<file path="src/rtl/seg7_if.sv">
// Digit-write, commit and display-drive signals of the seg7_scan display driver.
// The master side is the upstream digit producer. The slave side is the scan driver.
interface seg7_if #(
  parameter int NUM_DIGITS = 4
);
  localparam int AW = $clog2(NUM_DIGITS);

  logic                  wr_en;
  logic [AW-1:0]         wr_addr;
  logic [3:0]            wr_data;
  logic                  commit;
  logic                  blank_lz;
  logic [6:0]            seg;
  logic [NUM_DIGITS-1:0] an;
  logic                  pending;
  logic                  frame_tick;

  modport master (
    output wr_en, wr_addr, wr_data, commit, blank_lz,
    input  seg, an, pending, frame_tick
  );

  modport slave (
    input  wr_en, wr_addr, wr_data, commit, blank_lz,
    output seg, an, pending, frame_tick
  );
endinterface

</file>
<file path="src/rtl/seg7_scan.sv">
// Multiplexed seven-segment driver with double-buffered digit registers.
// A commit copies shadow to disp only at a frame boundary, so digits never tear.
module seg7_scan #(
  parameter int NUM_DIGITS     = 4,
  parameter int PRESCALE       = 50000,
  parameter bit SEG_ACTIVE_LOW = 1'b1
) (
  input  logic   clk,
  input  logic   rst_n,
  seg7_if.slave  bus
);
  localparam int                  AW         = $clog2(NUM_DIGITS);
  localparam int                  PW         = (PRESCALE > 1) ? $clog2(PRESCALE) : 1;
  localparam logic [PW-1:0]       PRESC_LAST = PW'(PRESCALE - 1);
  localparam logic [AW-1:0]       IDX_LAST   = AW'(NUM_DIGITS - 1);
  localparam logic [6:0]          SEG_RESET  = SEG_ACTIVE_LOW ? 7'h40 : 7'h3F;
  localparam logic [NUM_DIGITS-1:0] AN_RESET = ~NUM_DIGITS'(1);

  typedef logic [3:0] digit_t;

  function automatic logic [6:0] decode(input digit_t d);
    case (d)
      4'h0:    decode = 7'h3F;
      4'h1:    decode = 7'h06;
      4'h2:    decode = 7'h5B;
      4'h3:    decode = 7'h4F;
      4'h4:    decode = 7'h66;
      4'h5:    decode = 7'h6D;
      4'h6:    decode = 7'h7D;
      4'h7:    decode = 7'h07;
      4'h8:    decode = 7'h7F;
      4'h9:    decode = 7'h6F;
      4'hA:    decode = 7'h77;
      4'hB:    decode = 7'h7C;
      4'hC:    decode = 7'h39;
      4'hD:    decode = 7'h5E;
      4'hE:    decode = 7'h79;
      default: decode = 7'h71;
    endcase
  endfunction

  logic [PW-1:0]         presc_q, presc_d;
  logic [AW-1:0]         idx_q, idx_d;
  logic                  pending_q, pending_d;
  logic                  tick_q;
  digit_t                shadow_q [NUM_DIGITS];
  digit_t                disp_q   [NUM_DIGITS];
  digit_t                disp_d   [NUM_DIGITS];
  logic [6:0]            seg_q, seg_d;
  logic [NUM_DIGITS-1:0] an_q, an_d;

  logic slot_adv, wrap, copy;

  assign slot_adv = (presc_q == PRESC_LAST);
  assign wrap     = slot_adv && (idx_q == IDX_LAST);
  // A commit on the wrap edge itself is folded into that edge's copy.
  assign copy     = wrap && (pending_q || bus.commit);

  // Next-state logic: counters, pending flag and the post-edge disp image.
  always_comb begin
    // NOTE: every always_comb output gets a default first so no latch is inferred.
    presc_d   = slot_adv ? '0 : presc_q + 1'b1;
    idx_d     = idx_q;
    pending_d = pending_q;
    if (wrap)          idx_d = '0;
    else if (slot_adv) idx_d = idx_q + 1'b1;
    if (copy)             pending_d = 1'b0;
    else if (bus.commit)  pending_d = 1'b1;
    for (int i = 0; i < NUM_DIGITS; i++) begin
      disp_d[i] = copy ? shadow_q[i] : disp_q[i];
    end
  end

  // Display drive for the slot being entered, using the post-edge disp image.
  always_comb begin
    logic       nz_above;
    logic       blank;
    digit_t     cur;
    logic [6:0] val;
    nz_above = 1'b0;
    cur      = '0;
    for (int i = 0; i < NUM_DIGITS; i++) begin
      if (AW'(i) == idx_d) cur = disp_d[i];
      if (i >= int'(idx_d) && disp_d[i] != 4'h0) nz_above = 1'b1;
    end
    blank = bus.blank_lz && (idx_d != '0) && !nz_above;
    val   = blank ? 7'h00 : decode(cur);
    seg_d = SEG_ACTIVE_LOW ? ~val : val;
    an_d  = ~(NUM_DIGITS'(1) << idx_d);
  end

  // NOTE: sequential state uses non-blocking assignments only, so every flop
  // samples the pre-edge values of its peers.
  always_ff @(posedge clk or negedge rst_n) begin
    if (!rst_n) begin
      presc_q   <= '0;
      idx_q     <= '0;
      pending_q <= 1'b0;
      tick_q    <= 1'b0;
      seg_q     <= SEG_RESET;
      an_q      <= AN_RESET;
      // NOTE: both digit files are small flop arrays and must read as zero after
      // reset, so they are reset here rather than left to RAM inference.
      for (int i = 0; i < NUM_DIGITS; i++) begin
        shadow_q[i] <= '0;
        disp_q[i]   <= '0;
      end
    end else begin
      presc_q   <= presc_d;
      idx_q     <= idx_d;
      pending_q <= pending_d;
      tick_q    <= wrap;
      disp_q    <= disp_d;
      // Out-of-range addresses match no slot and are dropped.
      for (int i = 0; i < NUM_DIGITS; i++) begin
        if (bus.wr_en && bus.wr_addr == AW'(i)) shadow_q[i] <= bus.wr_data;
      end
      if (slot_adv) begin
        seg_q <= seg_d;
        an_q  <= an_d;
      end
    end
  end

  assign bus.seg        = seg_q;
  assign bus.an         = an_q;
  assign bus.pending    = pending_q;
  assign bus.frame_tick = tick_q;
endmodule

</file>
<file path="src/flat_wrapper.sv">
// flat-port wrapper written by rule: the top's interface ports become plain ports
module seg7_scan_flat 
#(
  parameter int NUM_DIGITS     = 4,
  parameter int PRESCALE       = 50000,
  parameter bit SEG_ACTIVE_LOW = 1'b1
)
  (clk, rst_n, bus_wr_en, bus_wr_addr, bus_wr_data, bus_commit, bus_blank_lz, bus_seg, bus_an, bus_pending, bus_frame_tick);
  seg7_if #(.NUM_DIGITS(NUM_DIGITS)) bus_i ();
  input  logic clk;
  input  logic rst_n;
  input wire logic [$bits(bus_i.wr_en)-1:0] bus_wr_en;
  input wire logic [$bits(bus_i.wr_addr)-1:0] bus_wr_addr;
  input wire logic [$bits(bus_i.wr_data)-1:0] bus_wr_data;
  input wire logic [$bits(bus_i.commit)-1:0] bus_commit;
  input wire logic [$bits(bus_i.blank_lz)-1:0] bus_blank_lz;
  output wire logic [$bits(bus_i.seg)-1:0] bus_seg;
  output wire logic [$bits(bus_i.an)-1:0] bus_an;
  output wire logic [$bits(bus_i.pending)-1:0] bus_pending;
  output wire logic [$bits(bus_i.frame_tick)-1:0] bus_frame_tick;
  assign bus_i.wr_en = bus_wr_en;
  assign bus_i.wr_addr = bus_wr_addr;
  assign bus_i.wr_data = bus_wr_data;
  assign bus_i.commit = bus_commit;
  assign bus_i.blank_lz = bus_blank_lz;
  assign bus_seg = bus_i.seg;
  assign bus_an = bus_i.an;
  assign bus_pending = bus_i.pending;
  assign bus_frame_tick = bus_i.frame_tick;
  seg7_scan #(.NUM_DIGITS(NUM_DIGITS), .PRESCALE(PRESCALE), .SEG_ACTIVE_LOW(SEG_ACTIVE_LOW)) u_core (.clk(clk), .rst_n(rst_n), .bus(bus_i));
endmodule
</file>
<file path="config.mk">
export PLATFORM = sky130hd
export DESIGN_NAME = seg7_scan_flat
export DESIGN_NICKNAME = d
export VERILOG_FILES = /design/src/rtl/seg7_if.sv /design/src/rtl/seg7_scan.sv /design/src/flat_wrapper.sv
export SDC_FILE = /design/constraint.sdc
export NUM_CORES = 1
export LEC_CHECK = 0
export ABC_AREA = 1
export ABC_CLOCK_PERIOD_IN_PS = 2500
export BUFFER_PORTS_ARGS = -buffer_cell sky130_fd_sc_hd__buf_2
export CAP_MARGIN = 30
export CORE_MARGIN = 5
export CORE_UTILIZATION = 54
export DETAILED_ROUTE_END_ITERATION = 16
export GPL_TIMING_DRIVEN = 0
export HOLD_SLACK_MARGIN = 0.06
export PLACE_DENSITY = 0.8
export SLEW_MARGIN = 20
export SYNTH_ARGS = -nofsm -noshare
export SYNTH_HDL_FRONTEND = slang
export SYNTH_SLANG_ARGS = --single-unit
</file>
<file path="constraint.sdc">
create_clock -name clk -period 2.5 [get_ports clk]
set_input_delay 0.25 -clock clk [delete_from_list [all_inputs] [get_ports clk]]
set_output_delay 0.25 -clock clk [all_outputs]
set_load 0.05 [all_outputs]
</file>
* Word-level counts from Yosys, hierarchy flattened
Memory sizes are Yosys's and may differ from the RTL's.
Index checks and enable logic that the tools add are counted.
** Operators by class
- Bitwise operators :: 2
- Reduce and logical (&&, ||, !) cells :: 21
- Multiplexer cells :: 18
- Divide/modulo/power cells :: 0
- Multipliers :: 0
- Shift operators :: 1
- Add/subtract/negate cells :: 2
- Equality and inequality tests :: 8
- $lt $le $gt $ge :: 3
** Operators by type and width (count)
- 2-to-1 mux 4 bit :: 8
- adder 16 x 1 -> 16 bit, second input constant :: 1
- == test 16 bit, second input constant :: 1
- 2-to-1 mux 16 bit :: 1
- nonzero test 4 bit :: 4
- logical AND 1 bit :: 11
- 2-to-1 mux 7 bit :: 1
- inverter 7 bit :: 1
- == test 2 bit, second input constant :: 3
- 2-to-1 mux 1 bit :: 6
- == test 2 bit, first input constant :: 2
- greater-or-equal comparator 1 x 2 -> 1 bit, first input constant :: 2
- logical NOT 2 bit :: 2
- 2-to-1 mux 2 bit :: 2
- inverter 4 bit :: 1
- nonzero test 2 bit :: 2
- left shift 1 x 2 -> 4 bit, first input constant :: 1
- adder 2 x 1 -> 2 bit, second input constant :: 1
- == test 1 x 2 -> 1 bit, first input constant :: 1
- == test 2 x 1 -> 1 bit, second input constant :: 1
- greater-or-equal comparator 2 bit, first input constant :: 1
- logical NOT 1 bit :: 1
- logical OR 1 bit :: 1
** Word-level totals
- Logic and storage cells :: 70
- Register bits :: 63
- Bits in writable memories :: 0
- Latch bits :: 0
- Output and inout port bits :: 13
- Memories :: 1
- ROM bits :: 112
** Memories
- (no name shown) :: words 16, bits a word 7, rd ports 1, clocked after memory_dff 0, write ports 0, line seg7_scan.sv:22 : case (d)

* Logic depth before layout (Yosys ltp)
Gate-level depths: netlist of run 1.
- Depth after elaboration :: 14
- Mapped depth :: 21

* Least setup slack after synthesis of run 1
OpenSTA, ideal clock, no wires.
- Path type :: reg-to-reg
- Start :: reg u_core.pending_q (netlist: u_core.bus.pending)
- End :: reg u_core.seg_q[0] (netlist: u_core.bus.seg[0])
- Data required time :: 2382 ps
- Arrival :: 2399 ps
- Clock period less this slack :: 2518 ps
- Cell stages (with the launch flop) :: 18
- Path slack :: -18 ps
- Library setup time :: 118 ps
- Path through :: dfrtp_1 nor2_1 inv_1 nand4_4 buf_6 nand2_1 nand2_1 nand2_1 nand2_1 nor2_1 inv_1 ha_1 inv_1 nand3_1 nand3_1 nand2_1 nor2_1 nor2_1
** RTL lines
- from (decl) :: line seg7_scan.sv:44 : logic pending_q, pending_d;
- from (signal assigned) :: line seg7_scan.sv:111 : pending_q <= pending_d;
- to (signal assigned) :: line seg7_scan.sv:119 : seg_q <= seg_d;
- to (decl) :: line seg7_scan.sv:49 : logic [6:0] seg_q, seg_d;

* Worst setup path after layout of run 1
- Start :: reg u_core.presc_q[1]
- End :: reg u_core.seg_q[1] (netlist: u_core.bus.seg[1])
** On the way
- Cells in the longest elaborated chain, start to end :: 14
- Elaborated cells between the ends (all ways) :: 38
- Classes of those cells :: order compare: 3; eq/ne: 4; mux: 15; bitwise: 1; reduce/logical: 14; memory: 1
** RTL lines
- from (decl) :: line seg7_scan.sv:42 : logic [PW-1:0] presc_q, presc_d;
- from (signal assigned) :: line seg7_scan.sv:109 : presc_q <= presc_d;
- == test 16 bit (*) :: line seg7_scan.sv:54 : assign slot_adv = (presc_q == PRESC_LAST);
- parallel branches: the longest is 13 deep, another holds memory (16 x 7 bit)
Every way passes the cells marked *.
A chain may end at the register's enable or synchronous reset.

==> results.py, run 1 <==
metrics = {
    "run_status": {
        "status": "finished, violations left",
        "violations": "negative setup slack",
    },
    "clock_network": {
        "cts_max_path_buffers": 2,
        "clock-sinks": 63,
        "cts_tree": "done",
        "cts_root_buf": "clkbuf_8",
        "htree_levels": 3,
        "worstSkewPairLatency_ns": 0.35,
        "path_clk_slew_ns": 0.07,
        "cts_buffers": 9,
    },
    "die": {
        "pin_count": 24,
        "rows": 29,
        "core_sq_mm": 0.00628,
        "dieArea_sq_mm": 0.00811,
        "die_h_microns": 90.1,
        "die_w_microns": 90.1,
        "initial_core_util_pct": 55.1,
    },
    "synthesis": {
        "synth_seq_cells": 63,
        "syn_inst": 436,
        "synth_top_flop_cell": "dfrtp_1",
        "synthAdderAreaFrac_pct": 3.25,
        "synth_xor_area_share_pct": 0.253,
        "yosys_warnings": 0,
        "synth_cell_types": 39,
        "yosys.area_share.simple_pct": 35.4,
        "synth-edff-count": 0,
        "async_flop_share_pct": 100,
        "netlist_area_sq_mm": 0.00346,
        "synth_top_family_by_area": "simple AND/OR/NAND/NOR gates",
        "synth_compound_area_share_pct": 6.72,
        "syn-num-nets": 456,
        "yosysSeqAreaShare_pct": 45.7,
        "synthMuxAreaShare_pct": 0,
        "avgSynthCellArea_sq_um": 7.94,
    },
    "finish": {
        "drive_above_1_share_pct": 29.9,
        "mostFrequentLayoutCells": "nand2_1 (88), inv_1 (59), dfrtp_1 (55), nor2_1 (48), nand3_1 (28)",
        "fillCellCount": 491,
        "area_growth_pct": 21.7,
        "nNetsFinal": 513,
        "n_antenna_cell": 0,
        "final_common_cell": "nand2_1",
        "stdcell_count": 575,
        "fin_area_sq_mm": 0.00421,
    },
    "critical_path": {
        "cpPeakStageDelay_ns": 0.40,
        "start_kind": "flop",
        "critPathMaxFanout": 6,
        "endpoint_kind": "flop",
        "regToRegStartpoint": "u_core.presc_q[1]$_DFF_PN0_",
        "cp-startpoint": "u_core.presc_q[1]$_DFF_PN0_",
        "cp_cell_sequence": "ha_4 -> nand3_4 -> nor2_4 -> nand4_4 -> clkbuf_16 -> o211ai_1 -> nand3_1 -> nand2_2 -> nand2_4 -> ha_1 -> inv_1 -> nand2_1 -> nor2_1 -> nor2_2 -> a21oi_2",
        "worstPathRequired_ns": 2.78,
        "cp_data_arrival_time_ns": 2.78,
        "cp_slowest_cell": "dfrtp_1",
        "path_class": "reg2reg",
        "r2r_slack_ns": -0.004,
    },
    "routing": {
        "post_drt_via_cell_ratio": 5.06,
        "detailroute.via_count": 2907,
        "wl_microns": 7520,
        "drc": 0,
        "ant_nets": 0,
        "firstDrtPassIters": 5,
        "wl_per_cell_microns": 13.1,
        "drt-initial-drc-count": 165,
    },
    "timing": {
        "max-slew-margin-rel_pct": 48.4,
        "fin_crit_sh_pct": 100,
        "final_hold_viol_count": 0,
        "skew_ns": 0.00682,
        "layout_setup_ws_ns": -0.00433,
        "rsz0062_at_grt": "yes",
        "worst_pin_slew_ns": 0.774,
        "drv_slew": 0,
        "setup_viol": 2,
        "fin_setup_tns_ns": -0.00728,
        "max_freq_mhz": 399,
        "period_needed_ns": 2.50,
    },
    "worst_hold_path": {
        "min_from": "bus_wr_data[2]",
        "hp-class": "in2reg",
    },
    "pwr": {
        "power_density_mw_per_mm2": 471,
        "ir_drop_mv": 0.406,
        "p_leak_nw": 2.21,
    },
    "global_routing": {
        "antenna_found_initial": 0,
        "grt_overflow": 0,
        "grt_use_total_pct": 19.0,
        "grt_pass1_wl_microns": 12600,
        "grt_max_degree": 64,
        "grt_pass1_vias": 2752,
    },
    "place": {
        "finalWeightedCongestion": 0.870,
        "place_inst": 536,
        "pre_cts_ws_ns": -0.369,
        "port_buffers": 23,
        "dp_hpwl_microns": 5230,
        "dpl_cell_area_sq_mm": 0.00368,
    },
    "flow_run": {
        "max-cap-violations": 0,
    },
}
[registers in the layout, summed over array words and instances, names as in the netlist]
register,cells
u_core.disp_q,16
u_core.bus.frame_tick,1
u_core.bus.seg,7
u_core.shadow_q,16
u_core.bus.pending,1
u_core.idx_q,2
u_core.bus.an,4
u_core.presc_q,16
[through the flow]
step | power [mW] | utilization, % | hold WS, ns
final | 1.98 | 67.1 | 0.210
after global routing | 2.05 | 67.1 | 0.227
after CTS | 1.99 | 63.0 | 0.208
after floorplan | 1.14 | - | -0.0456
after global placement | 1.18 | 58.5 | 0.446
after detailed placement | 1.19 | 58.6 | 0.381
[layer usage]
metal / global-route usage, % / wire length, microns / vias up
met5: 0 / 0 / -
met4: 8.56 / 137 / 0
met3: 3.01 / 191 / 11
met2: 30.9 / 3710 / 39
met1: 24.9 / 3480 / 1369
li1: - / - / 1488
[final timing paths]
kind	end	cells after the start
max	u_core.bus.seg[1]$_DFFE_PN0N_	15
min	u_core.shadow_q[10]$_DFFE_PN0P_	3
max reg2reg	u_core.bus.seg[1]$_DFFE_PN0N_	15
min reg2reg	u_core.shadow_q[15]$_DFFE_PN0P_	2
max in group asynchronous	u_core.bus.pending$_DFFE_PN0P_	2
min in group asynchronous	u_core.presc_q[6]$_DFF_PN0_	2
[where the power goes]
| part | switching [mW] | leakage, nW | internal, mW | total (mW) |
|---|---|---|---|---|
| sequential | 0.0279 | 0.770 | 1.06 | 1.09 |
| clock | 0.403 | 0.0894 | 0.411 | 0.814 |
| combinational | 0.0538 | 1.35 | 0.0266 | 0.0804 |
[worst max-delay path, delay by kind of cell (launching register included)]
kind,cells,cell delay [ns]
and+or+nand+nor,9,1.06
adders and majority gates,2,0.46
DFF,1,0.40
buffers and inverters,2,0.27
AOI/OAI and AO/OA,2,0.25
[cell families after synthesis]
family          count (synthesis)
compound gates                 44
xor+xnor                        1
fa+ha+maj                       9
buf+inv                        75
flops                          63
simple gates                  244
[cell type report]
cell class / instances / area, sq um / share of cell area [%]
clock buffers: 13 / 159 / 3.77
repair buffers: 47 / 318 / 7.55
plain buffers: 6 / 42.5 / 1.01
flip-flops and latches: 63 / 1590 / 37.7
clock inverters: 3 / 17.5 / 0.416
multi-input cells: 298 / 1730 / 41.0
inverters: 68 / 263 / 6.24
well taps: 77 / 96.3 / 2.29
[timing repair]
item,4_1_cts,5_1_grt
gates resized for setup,15,30
gates cloned,0,1
pin swaps,4,21
buffers inserted,5,17
hold buffers,1,0
setup endpoints to repair,7,7
endpoints found under the hold margin,59,0
[synthesized netlist by cell type, types with 3 or more instances]
| cell type | instances | area share [%] |
|---|---|---|
| nand2_1 | 100 | 11 |
| inv_1 | 61 | 6.6 |
| dfrtp_1 | 59 | 43 |
| nor2_1 | 53 | 5.7 |
| nand3_1 | 29 | 4.2 |
| o21ai_0 | 26 | 3.8 |
| nand2_2 | 17 | 3.1 |
| nand4_1 | 11 | 2.0 |
| a21oi_1 | 10 | 1.4 |
| ha_1 | 9 | 3.3 |
| nor2_4 | 8 | 2.6 |
| inv_2 | 5 | 0.54 |
| nor2_2 | 5 | 0.90 |
| nor3_1 | 5 | 0.72 |
| dfstp_2 | 4 | 3.0 |
| clkbuf_1 | 3 | 0.33 |
| nand2_4 | 3 | 0.98 |
| o21ai_1 | 3 | 0.43 |
No activity file was read; power rests on OpenSTA's default activity.
==> run 2: changes to the inputs <==
==> constraint.sdc (replaced) <==
create_clock -name clk -period 2.5 [get_ports clk]
set_input_delay 0.125 -clock clk [delete_from_list [all_inputs] [get_ports clk]]
set_output_delay 0.125 -clock clk [all_outputs]
set_load 0.005 [all_outputs]
==> run 2 against run 1 <==
Compared with the run above:
- sequential share of layout area fell by 0.72 points
- sequential power barely moved
- via count rose by 4.9%
- largest power group unchanged
- clock skew rose by 0.0027 ns
- critical endpoint is now u_core.bus.seg[5]$_DFFE_PN0N_
- flip-flop and latch count did not move
- global-route usage rose by 0.21 points
- critical path depth rose by 1
- design area rose by 2.0%
- count of clock-buffer cells in the layout fell by 1
- the flow still finishes with violations (negative setup slack)
- utilization rose by 1.3 points
- largest cell class unchanged
- register-to-register slack got worse by 0.05 ns
==> results.py, run 2 (synthesized netlist as in run 1, its figures left out) <==
metrics = {
    "timing": {
        "final_hold_viol_count": 0,
        "skew_ns": 0.00952,
        "max-slew-margin-rel_pct": 48.3,
        "layout_setup_ws_ns": -0.0504,
        "setup_viol": 3,
        "rsz0062_at_grt": "yes",
        "worst_pin_slew_ns": 0.776,
        "fin_setup_tns_ns": -0.104,
        "fin_crit_sh_pct": 102,
        "drv_slew": 0,
        "max_freq_mhz": 392,
        "period_needed_ns": 2.55,
    },
    "die": {
        "rows": 29,
        "dieArea_sq_mm": 0.00811,
        "core_sq_mm": 0.00628,
        "die_h_microns": 90.1,
        "pin_count": 24,
        "die_w_microns": 90.1,
        "initial_core_util_pct": 55.1,
    },
    "routing": {
        "firstDrtPassIters": 5,
        "detailroute.via_count": 3049,
        "post_drt_via_cell_ratio": 5.30,
        "drc": 0,
        "wl_microns": 8290,
        "wl_per_cell_microns": 14.4,
        "ant_nets": 0,
        "drt-initial-drc-count": 322,
    },
    "global_routing": {
        "grt_pass1_wl_microns": 12700,
        "antenna_found_initial": 0,
        "grt_max_degree": 64,
        "grt_use_total_pct": 19.2,
        "grt_overflow": 0,
        "grt_pass1_vias": 2774,
    },
    "critical_path": {
        "worstPathRequired_ns": 2.78,
        "critPathMaxFanout": 5,
        "rr_endpoint": "u_core.bus.seg[5]$_DFFE_PN0N_",
        "path_class": "reg2reg",
        "cp_data_arrival_time_ns": 2.83,
        "rr_worst_depth": 16,
        "r2r_slack_ns": -0.05,
        "endpoint_kind": "flop",
        "regToRegStartpoint": "u_core.presc_q[0]$_DFF_PN0_",
        "start_kind": "flop",
    },
    "pwr": {
        "swShare_pct": 22.2,
        "p_switching_mw": 0.477,
        "p_comb_share_pct": 3.7,
        "seqPwrFrac_pct": 50.6,
        "ir_drop_mv": 0.519,
        "power_density_mw_per_mm2": 500,
        "p_clk_share_pct": 45.6,
        "p_leak_nw": 2.24,
        "intPower_mw": 1.67,
    },
    "clock_network": {
        "path_clk_slew_ns": 0.07,
        "cts_buffers": 9,
        "htree_levels": 3,
        "cts_tree": "done",
        "clock-sinks": 63,
        "worstSkewPairLatency_ns": 0.35,
        "cts_root_buf": "clkbuf_8",
        "cts_max_path_buffers": 2,
    },
    "finish": {
        "n_antenna_cell": 0,
        "fillCellCount": 492,
        "reg_top3": "u_core.disp_q x16, u_core.presc_q x16, u_core.shadow_q x16",
        "nNetsFinal": 514,
        "mostFrequentLayoutCells": "nand2_1 (90), inv_1 (55), dfrtp_1 (55), nor2_1 (46), o21ai_0 (25)",
        "fin_area_sq_mm": 0.00429,
        "multi_input_area_sq_mm": 0.00178,
        "area_growth_pct": 24.0,
        "final_common_cell": "nand2_1",
        "drive_above_1_share_pct": 32.1,
        "seqCellArea_sq_mm": 0.00159,
    },
    "place": {
        "finalWeightedCongestion": 0.861,
        "dp_hpwl_microns": 5220,
        "port_buffers": 23,
        "dpl_cell_area_sq_mm": 0.00367,
    },
    "worst_hold_path": {
        "min_from": "bus_wr_data[2]",
        "min_to": "u_core.shadow_q[14]$_DFFE_PN0P_",
        "hp-class": "in2reg",
        "holdPathStages": 3,
    },
    "run_status": {
        "status": "finished, violations left",
        "violations": "negative setup slack",
    },
    "flow_run": {
        "max-cap-violations": 0,
    },
}
## run 2: cell count changes in the layout (fill, tap and decap cells not counted), sizes merged
cell / before / now
buf: 48 / 50
bufinv: 0 / 2
clkinv: 2 / 0
clkbuf: 17 / 15
## run 2: layout make-up
type | count | area share [%]
multi-input cells | 298 | 41.5
plain buffers | 6 | 0.904
well taps | 77 | 2.24
clock buffers | 12 | 3.38
inverters | 68 | 6.24
clock inverters | 3 | 1.57
flip-flops and latches | 63 | 37.0
repair buffers | 48 | 7.20
## run 2: what timing repair did
item	in CTS	in global routing
setup buffers	8	14
setup endpoints to repair	7	7
hold buffers	1	0
gates resized for setup	14	49
pin swaps	7	30
gates cloned	1	1
hold endpoints to repair	59	0
## run 2: critical path, stage by stage, from the launching register on
cell	delay [ns]
dfrtp_1	0.41
ha_4	0.18
nand3_4	0.10
nor2_4	0.21
nand3_2	0.14
nand2_4	0.18
inv_6	0.06
nor2_4	0.15
nand2_1	0.08
nand2_2	0.09
nor2_4	0.04
buf_4	0.14
buf_4	0.13
ha_1	0.21
o21ai_1	0.17
nand2_1	0.09
a21oi_2	0.12
## run 2: how the worst max path moves through the flow
stage,start,end,depth (start not counted)
after floorplan,u_core.idx_q[0]$_DFF_PN0_,u_core.bus.seg[0]$_DFFE_PN0N_,18
after global placement,u_core.presc_q[0]$_DFF_PN0_,u_core.bus.seg[0]$_DFFE_PN0N_,18
after detailed placement,u_core.presc_q[0]$_DFF_PN0_,u_core.bus.seg[0]$_DFFE_PN0N_,18
after CTS,u_core.presc_q[11]$_DFF_PN0_,u_core.bus.seg[0]$_DFFE_PN0N_,19
after global routing,u_core.presc_q[0]$_DFF_PN0_,u_core.bus.seg[5]$_DFFE_PN0N_,16
final,u_core.presc_q[0]$_DFF_PN0_,u_core.bus.seg[5]$_DFFE_PN0N_,16
## run 2: routing by layer
metal  vias to the layer above  routed length [microns]  GRT usage [%]
met2                        90                     4200           31.5
met5                         -                        0              0
met1                      1448                     3440           24.1
li1                       1488                        -              -
met3                        23                      446           5.26
met4                         0                      199           7.44
## run 2: power by group through the flow
stage / sequential (mW) / combinational (mW) / clock (mW)
after floorplan: 1.10 / 0.0406 / 0
after global placement: 1.10 / 0.0759 / 0
after detailed placement: 1.11 / 0.0805 / 0
after CTS: 1.09 / 0.0831 / 0.997
after global routing: 1.09 / 0.0980 / 1.04
final: 1.09 / 0.0804 / 0.980
## run 2: stage by stage
stage	worst slack, ns	hold WS [ns]	util (%)	cells	total power [mW]
global route	-0.190	0.0910	68.4	575	2.23
global placement	-0.300	0.435	58.5	536	1.18
floorplan	0.00253	-0.171	-	436	1.14
finish	-0.0504	0.0836	68.4	575	2.15
detailed placement	-0.310	0.265	58.5	536	1.19
CTS	0.00411	0.0702	63.8	560	2.17
==> run 3: changes to the inputs <==
--- a/config.mk
+++ b/config.mk
@@ -10,11 +10,11 @@
 export BUFFER_PORTS_ARGS = -buffer_cell sky130_fd_sc_hd__buf_2
 export CAP_MARGIN = 30
 export CORE_MARGIN = 5
-export CORE_UTILIZATION = 54
+export CORE_UTILIZATION = 36
 export DETAILED_ROUTE_END_ITERATION = 16
 export GPL_TIMING_DRIVEN = 0
 export HOLD_SLACK_MARGIN = 0.06
-export PLACE_DENSITY = 0.8
+export PLACE_DENSITY = 0.59
 export SLEW_MARGIN = 20
 export SYNTH_ARGS = -nofsm -noshare
 export SYNTH_HDL_FRONTEND = slang
==> run 3 against run 2 <==
Compared with the run above:
- the flow now finishes without violations
- fmax is 3.4% higher
- non-clock buffer count is 2 higher
- sequential power about the same
- via count is 4.9% lower
- largest cell class unchanged
- highest routed layer unchanged
==> results.py, run 3 (synthesized netlist as in run 1, its figures left out) <==
metrics = {
    "critical_path": {
        "path_class": "reg2reg",
        "worstPathRequired_ns": 2.74,
        "endpoint_kind": "flop",
        "critPathMaxFanout": 5,
        "start_kind": "flop",
        "cp_data_arrival_time_ns": 2.70,
    },
    "finish": {
        "stdcell_count": 630,
        "fin_util_pct": 47.1,
        "mostFrequentLayoutCells": "nand2_1 (87), inv_1 (55), dfrtp_1 (55), nor2_1 (49), nand2_2 (26)",
        "reg_top3": "u_core.disp_q x16, u_core.presc_q x16, u_core.shadow_q x16",
        "nNetsFinal": 517,
        "final_common_cell": "nand2_1",
        "multi_input_area_sq_mm": 0.00178,
        "drive_above_1_share_pct": 32.3,
        "seqCellArea_sq_mm": 0.00159,
        "fillCellCount": 968,
        "area_growth_pct": 26.9,
        "n_antenna_cell": 0,
    },
    "die": {
        "pin_count": 24,
        "dieArea_sq_mm": 0.0117,
        "rows": 35,
        "initial_core_util_pct": 37.1,
        "core_sq_mm": 0.00933,
        "die_w_microns": 108,
        "die_h_microns": 108,
    },
    "routing": {
        "firstDrtPassIters": 4,
        "wl_met3_microns": 250,
        "wl_per_cell_microns": 12.6,
        "detailroute.via_count": 2901,
        "post_drt_via_cell_ratio": 4.60,
        "drt-initial-drc-count": 115,
        "dr_wl_met2_microns": 3760,
        "drc": 0,
        "wl_microns": 7940,
        "highest_layer": "met4",
        "ant_nets": 0,
        "wl_met1_microns": 3840,
    },
    "pwr": {
        "power_density_mw_per_mm2": 488,
        "p_leak_nw": 2.28,
        "ir_drop_mv": 0.365,
        "finalPower_mw": 2.15,
    },
    "place": {
        "place_inst": 589,
        "dp_hpwl_microns": 5660,
        "port_buffers": 23,
        "finalWeightedCongestion": 0.859,
    },
    "timing": {
        "worst_pin_slew_ns": 0.507,
        "max_freq_mhz": 405,
        "fin_crit_sh_pct": 98.7,
        "setup_viol": 0,
        "period_needed_ns": 2.47,
        "skew_ns": 0.0117,
        "fin_setup_tns_ns": 0,
        "drv_slew": 0,
        "rsz0062_at_grt": "yes",
        "max-slew-margin-rel_pct": 66.2,
        "final_hold_viol_count": 0,
    },
    "global_routing": {
        "grt_pass1_wl_microns": 13500,
        "antenna_found_initial": 0,
        "grt_overflow": 0,
        "grt_use_total_pct": 14.9,
        "grt_pass1_vias": 2775,
        "grt_max_degree": 50,
    },
    "clock_network": {
        "clock-sinks": 63,
        "cts_buffers": 9,
        "htree_levels": 3,
        "cts_root_buf": "clkbuf_8",
        "cts_max_path_buffers": 2,
        "cts_tree": "done",
        "path_clk_slew_ns": 0.07,
        "worstSkewPairLatency_ns": 0.34,
    },
    "run_status": {
        "status": "completed",
    },
    "flow_run": {
        "max-cap-violations": 0,
    },
    "worst_hold_path": {
        "hp-class": "in2reg",
    },
}
run 3: cell count changes in the layout (fill, tap and decap cells not counted), moves of 3 or more:
cell     change
ha_4         -3
nand2_1      -3
nor2_1       +3
nor2_2       -5
run 3: power by group:
group / leakage, nW / total (mW) / switching, mW / internal (mW)
Clock: 0.109 / 0.971 / 0.390 / 0.580
Sequential: 0.769 / 1.09 / 0.0283 / 1.06
Combinational: 1.40 / 0.0854 / 0.0543 / 0.0311
Total: 2.28 / 2.15 / 0.473 / 1.67
run 3: cell type report:
type                       count  share of cell area, %
buffer                         6                  0.911
clock buffer                  11                   3.22
clock inverter                 4                   1.59
inverter                      68                   5.98
multi-input combinational    299                   40.6
sequential                    63                   36.1
tap                          129                   3.67
timing repair buffer          50                   7.89
run 3: final timing paths:
kind                                                startpoint                              to  slack [ns]  depth (start not counted)
worst max-delay path               u_core.presc_q[4]$_DFF_PN0_   u_core.bus.seg[3]$_DFFE_PN0N_        0.03                         16
worst min-delay path                            bus_wr_data[0]  u_core.shadow_q[8]$_DFFE_PN0P_        0.09                          3
worst max register to register     u_core.presc_q[4]$_DFF_PN0_   u_core.bus.seg[3]$_DFFE_PN0N_        0.03                         16
worst min register to register  u_core.shadow_q[3]$_DFFE_PN0P_  u_core.shadow_q[3]$_DFFE_PN0P_        0.49                          2
max in group asynchronous                                rst_n   u_core.bus.seg[6]$_DFFE_PN1N_        1.76                          3
min in group asynchronous                                rst_n     u_core.presc_q[5]$_DFF_PN0_        0.19                          2
run 3: what timing repair did:
| action | in CTS | in global routing |
|---|---|---|
| pin swaps | 8 | 26 |
| gates resized for setup | 18 | 44 |
| buffers inserted | 11 | 13 |
| hold endpoints to repair | 59 | 0 |
| hold buffers | 1 | 0 |
| setup endpoints to repair | 7 | 7 |
| gates cloned | 2 | 0 |
run 3: per-layer routing:
layer,GRT usage [%],up-vias
met5,0,-
met4,4.42,0
met3,3.94,8
met2,23.9,32
met1,19.7,1363
li1,-,1498
run 3: stage by stage:
step / hold slack (ns) / setup WS (ns) / area (sq um)
6_report: 0.0910 / 0.0334 / 4390
5_1_grt: 0.105 / -0.141 / 4390
2_1_floorplan: -0.171 / 0.00253 / 3460
3_5_place_dp: 0.00459 / -0.437 / 3770
4_1_cts: 0.0829 / 0.00378 / 4150
3_3_place_gp: 0.441 / -0.383 / 3740
run 3: worst max-delay path, stage by stage, from the launching register on:
cell and delay (ns):
dfrtp_1 0.41, nor2_2 0.15, nand2_2 0.12, nor2_4 0.22, nand4_4 0.19, nand2_2 0.12
o21ai_2 0.07, or2_1 0.22, nand2_2 0.10, nand2_4 0.08, ha_1 0.28, inv_1 0.06
nand2_1 0.07, nand3_2 0.09, nand3_2 0.08, nand2_1 0.06, inv_1 0.03
